## src/rtl/stopwatch_pkg.sv

```systemverilog
// Shared types and constants for the stopwatch BCD counter: run-state encoding,
// BCD digit width and per-digit maximum values.
package stopwatch_pkg;

    localparam int BCD_W      = 4;
    localparam int NUM_DIGITS = 6;

    localparam logic [BCD_W-1:0] MAX_NINE = 4'd9;
    localparam logic [BCD_W-1:0] MAX_FIVE = 4'd5;

    typedef logic [BCD_W-1:0] bcd_t;

    typedef enum logic [1:0] {
        ST_IDLE  = 2'd0,
        ST_RUN   = 2'd1,
        ST_PAUSE = 2'd2
    } run_state_e;

    // Digit order is cc ones, cc tens, s ones, s tens, m ones, m tens.
    function automatic bcd_t digit_max(input int idx);
        return (idx == 3 || idx == 5) ? MAX_FIVE : MAX_NINE;
    endfunction

endpackage

```

## src/rtl/bcd_digit_counter.sv

```systemverilog
// Single BCD digit with wrap at MAX; carry is combinational so a chain of these
// ripples a tick through every digit within one cycle.
module bcd_digit_counter
    import stopwatch_pkg::*;
#(
    parameter bcd_t MAX = MAX_NINE
) (
    input  logic             clk,
    input  logic             reset,
    input  logic             clear,
    input  logic             inc,
    output logic [BCD_W-1:0] q,
    output logic             carry
);

    assign carry = inc && (q == MAX);

    always_ff @(posedge clk or posedge reset) begin
        if (reset) begin
            q <= '0;
        end else if (clear) begin
            q <= '0;
        end else if (inc) begin
            q <= (q == MAX) ? '0 : q + 4'd1;
        end
    end

endmodule

```

## src/rtl/stopwatch_bcd_counter.sv

```systemverilog
// Stopwatch top: centisecond prescaler, IDLE/RUN/PAUSE run-state machine and six
// chained BCD digits (MM:SS.cc). Optional lap display freeze under `LAP_HOLD_EN.
module stopwatch_bcd_counter
    import stopwatch_pkg::*;
#(
    parameter int CLK_HZ  = 100_000_000,
    parameter int TICK_HZ = 100
) (
    input  logic       clk,
    input  logic       reset,
    input  logic       start_stop,
    input  logic       clear,
    input  logic       lap,
    output logic [3:0] digit1,
    output logic [3:0] digit2,
    output logic [3:0] digit3,
    output logic [3:0] digit4,
    output logic [3:0] digit5,
    output logic [3:0] digit6,
    output logic       running,
    output logic       wrap
);

    localparam int DIV = CLK_HZ / TICK_HZ;
    localparam int PW  = (DIV > 2) ? $clog2(DIV) : 1;
    localparam logic [PW-1:0] PRESC_LAST = PW'(DIV - 1);

    run_state_e state, state_nxt;
    logic       ss_q;
    logic       start_edge;
    logic [PW-1:0] presc;
    logic       tick;

    logic [NUM_DIGITS-1:0]            inc;
    logic [NUM_DIGITS-1:0]            carry;
    logic [NUM_DIGITS-1:0][BCD_W-1:0] cnt;
    logic [NUM_DIGITS-1:0][BCD_W-1:0] disp;

    assign start_edge = start_stop && !ss_q;
    assign tick       = (state == ST_RUN) && (presc == PRESC_LAST) && !clear;

    always_ff @(posedge clk or posedge reset) begin
        if (reset) begin
            ss_q <= 1'b0;
        end else begin
            ss_q <= start_stop;
        end
    end

    always_ff @(posedge clk or posedge reset) begin
        if (reset) begin
            state <= ST_IDLE;
        end else begin
            state <= state_nxt;
        end
    end

    // clear wins over a start edge arriving in the same cycle
    always_comb begin
        state_nxt = state;
        if (clear) begin
            state_nxt = ST_IDLE;
        end else if (start_edge) begin
            case (state)
                ST_IDLE:  state_nxt = ST_RUN;
                ST_RUN:   state_nxt = ST_PAUSE;
                ST_PAUSE: state_nxt = ST_RUN;
                default:  state_nxt = ST_IDLE;
            endcase
        end
    end

    // The prescaler only advances in RUN, so a pause resumes mid-interval.
    always_ff @(posedge clk or posedge reset) begin
        if (reset) begin
            presc <= '0;
        end else if (clear) begin
            presc <= '0;
        end else if (state == ST_IDLE && start_edge) begin
            presc <= '0;
        end else if (state == ST_RUN) begin
            presc <= (presc == PRESC_LAST) ? '0 : presc + 1'b1;
        end
    end

    assign inc = {carry[NUM_DIGITS-2:0], tick};

    for (genvar i = 0; i < NUM_DIGITS; i++) begin : g_digit
        bcd_digit_counter #(
            .MAX (digit_max(i))
        ) u_digit (
            .clk   (clk),
            .reset (reset),
            .clear (clear),
            .inc   (inc[i]),
            .q     (cnt[i]),
            .carry (carry[i])
        );
    end

    always_ff @(posedge clk or posedge reset) begin
        if (reset) begin
            running <= 1'b0;
            wrap    <= 1'b0;
        end else begin
            running <= (state_nxt == ST_RUN);
            wrap    <= carry[NUM_DIGITS-1];
        end
    end

`ifdef LAP_HOLD_EN
    logic                             lap_q;
    logic                             freeze;
    logic [NUM_DIGITS-1:0][BCD_W-1:0] hold;
    logic                             lap_edge;

    assign lap_edge = lap && !lap_q;

    always_ff @(posedge clk or posedge reset) begin
        if (reset) begin
            lap_q  <= 1'b0;
            freeze <= 1'b0;
            hold   <= '0;
        end else begin
            lap_q <= lap;
            if (clear) begin
                freeze <= 1'b0;
            end else if (lap_edge) begin
                freeze <= !freeze;
                if (!freeze) begin
                    hold <= cnt;
                end
            end
        end
    end

    assign disp = freeze ? hold : cnt;
`else
    logic unused_lap;
    assign unused_lap = lap;
    assign disp       = cnt;
`endif

    assign digit1 = disp[0];
    assign digit2 = disp[1];
    assign digit3 = disp[2];
    assign digit4 = disp[3];
    assign digit5 = disp[4];
    assign digit6 = disp[5];

endmodule

```

## config.mk

```make
export PLATFORM = sky130hd
export DESIGN_NAME = stopwatch_bcd_counter
export DESIGN_NICKNAME = d
export VERILOG_FILES = /design/src/rtl/stopwatch_pkg.sv /design/src/rtl/bcd_digit_counter.sv /design/src/rtl/stopwatch_bcd_counter.sv
export SDC_FILE = /design/constraint.sdc
export NUM_CORES = 1
export LEC_CHECK = 0
export CAP_MARGIN = 20
export CORE_MARGIN = 10
export CORE_UTILIZATION = 40
export DETAILED_ROUTE_END_ITERATION = 8
export GPL_TIMING_DRIVEN = 0
export PLACE_DENSITY = 0.7
export SYNTH_ARGS = -nofsm -noshare
export SYNTH_HDL_FRONTEND = slang
export SYNTH_SLANG_ARGS = --single-unit
```

## constraint.sdc

```tcl
create_clock -name clk -period 2.7 [get_ports clk]
set_input_delay 0.54 -clock clk [delete_from_list [all_inputs] [get_ports clk]]
set_output_delay 0.54 -clock clk [all_outputs]
set_load 0.05 [all_outputs]
```

* After elaboration in Yosys (flattened, before gate mapping) *
Cells that the tools add are included.
W data, S select, Z words.

storage, ports and cells
  register bits = 49
  input port bits = 5
  output and inout port bits = 26
  logic and storage cells = 74

cells by class
  add/sub/neg operators = 7
  eq/ne operators = 10
  mux-type cells = 25
  reduce and logical (&&, ||, !) cells = 21

operator list
  cell                     number
  $mux W20                 4
  $mux W4                  18
  $add A4 B1 Y4 const B    6
  $add A20 B1 Y20 const B  1
  $eq A20 B20 Y1 const B   1
  $eq A4 B4 Y1 const B     4
  $reduce_bool A2 Y1       6
  $logic_and A1 B1 Y1      10
  $eq A4 B3 Y1 const B     2
  $eq A2 B1 Y1 const B     2
  $mux W2                  2
  $pmux W2 S2              1
  $reduce_bool A3 Y1       1
  $eq A2 B2 Y1 const B     1
  $logic_not A1 Y1         2
  $logic_not A2 Y1         1
  $reduce_or A2 Y1         1

* Longest topological paths before layout *
  word-level depth = 10
  depth in mapped cells = 7
  gate-level depth less buffers = 6

* By module *
A second synthesis with hierarchy kept.

unflattened totals
  cell total of the unflattened synthesis = 306
  area total of the unflattened synthesis = 2792.7 sq um

modules (own cells, without submodules)
  module                                      times used  cells each  area an instance (sq um)  sequential area each (sq um)
  stopwatch_bcd_counter                       1           146         1351.3                    625.6
  bcd_digit_counter (g_digit[0].u_digit ...)  4           27          244.0                     100.1
  bcd_digit_counter (g_digit[3].u_digit ...)  2           26          232.7                     100.1

* Worst setup path before layout *
Ideal clock, no wire load.

  path kind = register to register
  start point = register g_digit[2].u_digit.q[0]
  end point = register g_digit[5].u_digit.q[2]
  library setup time = 0.122 ns
  data arrival time = 2.159 ns
  required time = 2.578 ns
  path slack = 0.419 ns
  stages on the path, launching flop included = 7
  path through = dfrtp_1 -> ha_1 -> and3b_1 -> clkbuf_1 -> nand4_1 -> or4_1 -> a32o_1

between the ends
  word-level cells in the longest chain between the ends = 5

RTL lines
  item                                 RTL line                 source
  from (decl)                          bcd_digit_counter.sv:12  output logic [BCD_W-1:0] q,
  from (signal assigned)               bcd_digit_counter.sv:24  q <= (q == MAX) ? '0 : q + 4'd1;
  $eq A4 B4 Y1                         bcd_digit_counter.sv:16  assign carry = inc && (q == MAX);
  $logic_and A1 B1 Y1 (3 in a row)     bcd_digit_counter.sv:16
  $reduce_bool A2 Y1 (no source line)  n/a
  to (signal assigned)                 bcd_digit_counter.sv:24
  to (decl)                            bcd_digit_counter.sv:12

Every way passes these cells.
A chain may end at the register's enable or synchronous reset.

* Worst setup path in the final report *
  start point = input clear
  end point = register g_digit[4].u_digit.q[0]

between the ends
  word-level cells in the longest chain between the ends = 7

RTL lines
  item                                 RTL line                     source
  from (decl)                          stopwatch_bcd_counter.sv:12  input logic clear,
  $logic_not A1 Y1                     stopwatch_bcd_counter.sv:40  assign tick = (state == ST_RUN) && (presc == PRESC_LAST) && !clear;
  $logic_and A1 B1 Y1                  stopwatch_bcd_counter.sv:40
  $logic_and A1 B1 Y1 (4 in a row)     bcd_digit_counter.sv:16
  $reduce_bool A2 Y1 (no source line)  n/a
  to (signal assigned)                 bcd_digit_counter.sv:24
  to (decl)                            bcd_digit_counter.sv:12

Parallel ways exist; a longest one is shown, timed or not.

==> impl_metrics.tcl <==
set metrics [dict create \
    fillCellCount 702 \
    dpl.hpwl_um 5510 \
    worst-setup-path-type "in -> reg" \
    dieArea_mm2 0.0113 \
    numCtsBuffers 5 \
    synth_nets 334 \
    cap_viol_max_count 0 \
    cts_tree "built" \
    grt_pass1_wl_um 13100 \
    worst_slew_pin_slew_ps 586 \
    synth_cell_type_count 55 \
    crit_path_max_incr_delay_ps 550 \
    synthXorXnorAreaFrac 0.00587 \
    peakVddDrop_uv 198 \
    dp.cells 447 \
    h-tree-depth 2 \
    syn_area_mm2 0.00298 \
    antennaDiodeCount 0 \
    crit_path_top_delay_cell "clkdlybuf4s50_1" \
    cp_max_fo 10 \
    grt_pass1_vias 2628 \
    finalSetupViolCount 0 \
    final_layout_size_suffix_gt1_frac 0.0899 \
    clk_latency_ps 310 \
    tns_ps 0 \
    grt_setup_unrepaired "no" \
    antenna_found_initial 0 \
    clock_path_buffers 2 \
    worstPathArrival_ps 2630 \
    syn_to_final_growth_pct 18.5 \
    postSynthAreaPerCell_um2 9.38 \
    synthCells 318 \
    power_leakage_nw 1.38 \
    postLayoutCoreUtil 0.487 \
    core-area_mm2 0.00725 \
    cts_num_sinks 49 \
    cts_root_buffer "clkbuf_8" \
    maxSlewViolCount 0 \
    critPathBufInv 4 \
    clkSlewWorstSetupHoldPaths_ps 90 \
    grt_max_degree 39 \
    skew_ps 13.3 \
    drt-initial-drc-count 134 \
    fin_crit_ps 2450 \
    synthSimpleGateAreaFrac 0.298 \
    layout.cells.non_filler 455 \
    cts_setup_buffers 0 \
    overflow 0 \
    hold_class "in -> async" \
    synth-async-reset-ratio 1.00 \
    synth-edff-count 0 \
    die_h_um 106 \
    crit_path_start_kind "primary input" \
    crit_chain "clkdlybuf4s50_1 -> clkbuf_1 -> buf_1 -> clkbuf_1 -> nor2_1 -> nand2_1 -> mux2i_1" \
    yosys.area_share.adder 0.0461 \
    wirelength_um 7640 \
    synth_top_family_by_area "simple AND/OR/NAND/NOR gates" \
    avgViaCountPerCell 5.89 \
    muxShareOfSynthArea 0.0398 \
    cp_top_family "buffers and inverters" \
    dr.pass1.iters 5 \
    dr_total_vias 2680 \
    fmax_ghz 0.409 \
    max_slew_margin 0.608 \
    final_hold_viol_count 0 \
    synth-warning-count 0 \
    start_util 0.411 \
    p_per_area_mw_per_mm2 399 \
    seq_area_frac_synth 0.411 \
    status "finished, final reports clean" \
    row_count 31 \
    finalCritPeriodShare 0.906 \
    ctsHoldBuffers 0 \
    ant_nets 0 \
    port_buffers 29 \
    drcViolationCount 0 \
    path_common_cell "clkbuf_1" \
    ys_ff_latch 49 \
    die_w_um 106 \
    io_pins 31 \
    wl_per_cell_um 16.8 \
    end_kind "flip-flop" \
    place.gp.congestion 0.839 \
    groute.usage.overall 0.138 \
    nets 371 \
    ys.flop_type "dfrtp_1" \
    cts_resized 0 \
    synth_compound_area_frac 0.156 \
    cp_data_required_time_ps 2890 \
]
[Yosys cell counts (2+ instances only)]
| cell | n | area share |
|---|---|---|
| nor3_1 | 12 | 0.020 |
| a211oi_1 | 2 | 0.0050 |
| mux2i_1 | 4 | 0.013 |
| o41ai_1 | 3 | 0.0088 |
| clkbuf_1 | 10 | 0.013 |
| nand4_1 | 5 | 0.010 |
| a21oi_1 | 22 | 0.037 |
| buf_2 | 2 | 0.0034 |
| o21ai_0 | 18 | 0.030 |
| and3b_1 | 5 | 0.015 |
| nand2_1 | 16 | 0.020 |
| or4_1 | 17 | 0.043 |
| nor4_1 | 6 | 0.013 |
| nand4_4 | 2 | 0.014 |
| o311ai_0 | 4 | 0.012 |
| and3_1 | 4 | 0.0084 |
| xnor2_1 | 2 | 0.0059 |
| ha_1 | 11 | 0.046 |
| inv_1 | 16 | 0.020 |
| mux2_2 | 7 | 0.026 |
| o211ai_1 | 3 | 0.0075 |
| dfrtp_1 | 49 | 0.41 |
| nor3b_1 | 2 | 0.0050 |
| o31ai_1 | 10 | 0.025 |
| and4bb_2 | 2 | 0.0084 |
| and4_1 | 2 | 0.0059 |
| buf_1 | 2 | 0.0025 |
| nor2b_1 | 9 | 0.019 |
| nand3_1 | 23 | 0.039 |
| nor2_1 | 13 | 0.016 |
| buf_4 | 2 | 0.0050 |
| or3_1 | 9 | 0.019 |
| a21o_1 | 2 | 0.0050 |
[cell families (layout without fill, tap and decap cells)]
family                   after synthesis  count (layout)
adder cells (fa/ha/maj)               11              11
buffers and inverters                 32              70
XOR/XNOR                               2               2
flip-flops                            49              49
AO/OA/AOI/OAI                         73              73
AND/OR/NAND/NOR                      140             140
multiplexers                          11              11
[where the power goes]
| group | internal (mW) | leakage (nW) | switching (mW) |
|---|---|---|---|
| Sequential | 0.741 | 0.680 | 0.00726 |
| Clock | 0.303 | 0.0585 | 0.254 |
| Combinational | 0.0314 | 0.638 | 0.0720 |
[placed cells by master, fill, tap and decap left out, drive strengths merged, types with 10 or more instances in the layout]
| cell | instances |
|---|---|
| nand3 | 23 |
| nor2 | 13 |
| ha | 11 |
| clkbuf | 17 |
| clkdlybuf4s50 | 29 |
| nand2 | 16 |
| o31ai | 10 |
| dfrtp | 49 |
| nor3 | 12 |
| o21ai | 19 |
| or4 | 19 |
| a21oi | 22 |
| inv | 16 |
[stage by stage]
step,total power [mW],setup slack [ps],hold WS (ps),area [um2]
floorplan,0.828,419,498,2980
global placement,0.863,-102,502,3400
detailed placement,0.867,-64.9,509,3420
CTS,1.43,252,486,3530
global route,1.46,91.1,493,3530
finish,1.41,255,486,3530
[registers in the layout, summed over array words and instances (netlist names)]
name	count
g_digit.u_digit.q	24
ss_q	1
wrap	1
presc	20
state	2
running	1
[worst register-to-register path, stage by stage, from the launching register on]
cell      delay, ps
dfrtp_1         480
nor4_4          460
nand3_1         270
clkbuf_1        290
nor4_1          360
mux2_2          380
[final timing paths]
check                                   startpoint                 endpoint  slack, ps  cells after the start
setup / recovery                             clear  g_digit[4].u_digit.q[0]        250                      7
hold / removal                               reset  g_digit[1].u_digit.q[2]        490                      2
setup reg to reg                         presc[12]  g_digit[4].u_digit.q[2]        360                      5
hold reg to reg            g_digit[1].u_digit.q[3]  g_digit[1].u_digit.q[3]        530                      1
max in group asynchronous                    reset                 presc[5]       1710                      3
min in group clk           g_digit[1].u_digit.q[3]  g_digit[1].u_digit.q[3]        530                      1
[cell type report]
cell class | instances | area [um2] | share of cell area
Multi-Input combinational cell | 237 | 1630 | 0.460
Sequential cell | 49 | 1230 | 0.347
Timing Repair Buffer | 30 | 310 | 0.0878
Tap cell | 99 | 124 | 0.0351
Clock buffer | 7 | 86.3 | 0.0244
Buffer | 16 | 70.1 | 0.0198
Inverter | 16 | 60.1 | 0.0170
Clock inverter | 1 | 30.0 | 0.00850
[per-layer routing]
metal | wire (um) | vias to the layer above | track usage
met5 | 0 | - | 0
met4 | 124 | 0 | 0.0387
met1 | 3420 | 1325 | 0.166
met3 | 321 | 12 | 0.0332
li1 | - | 1286 | -
met2 | 3780 | 57 | 0.240
Power figures use the tool's default switching activity.
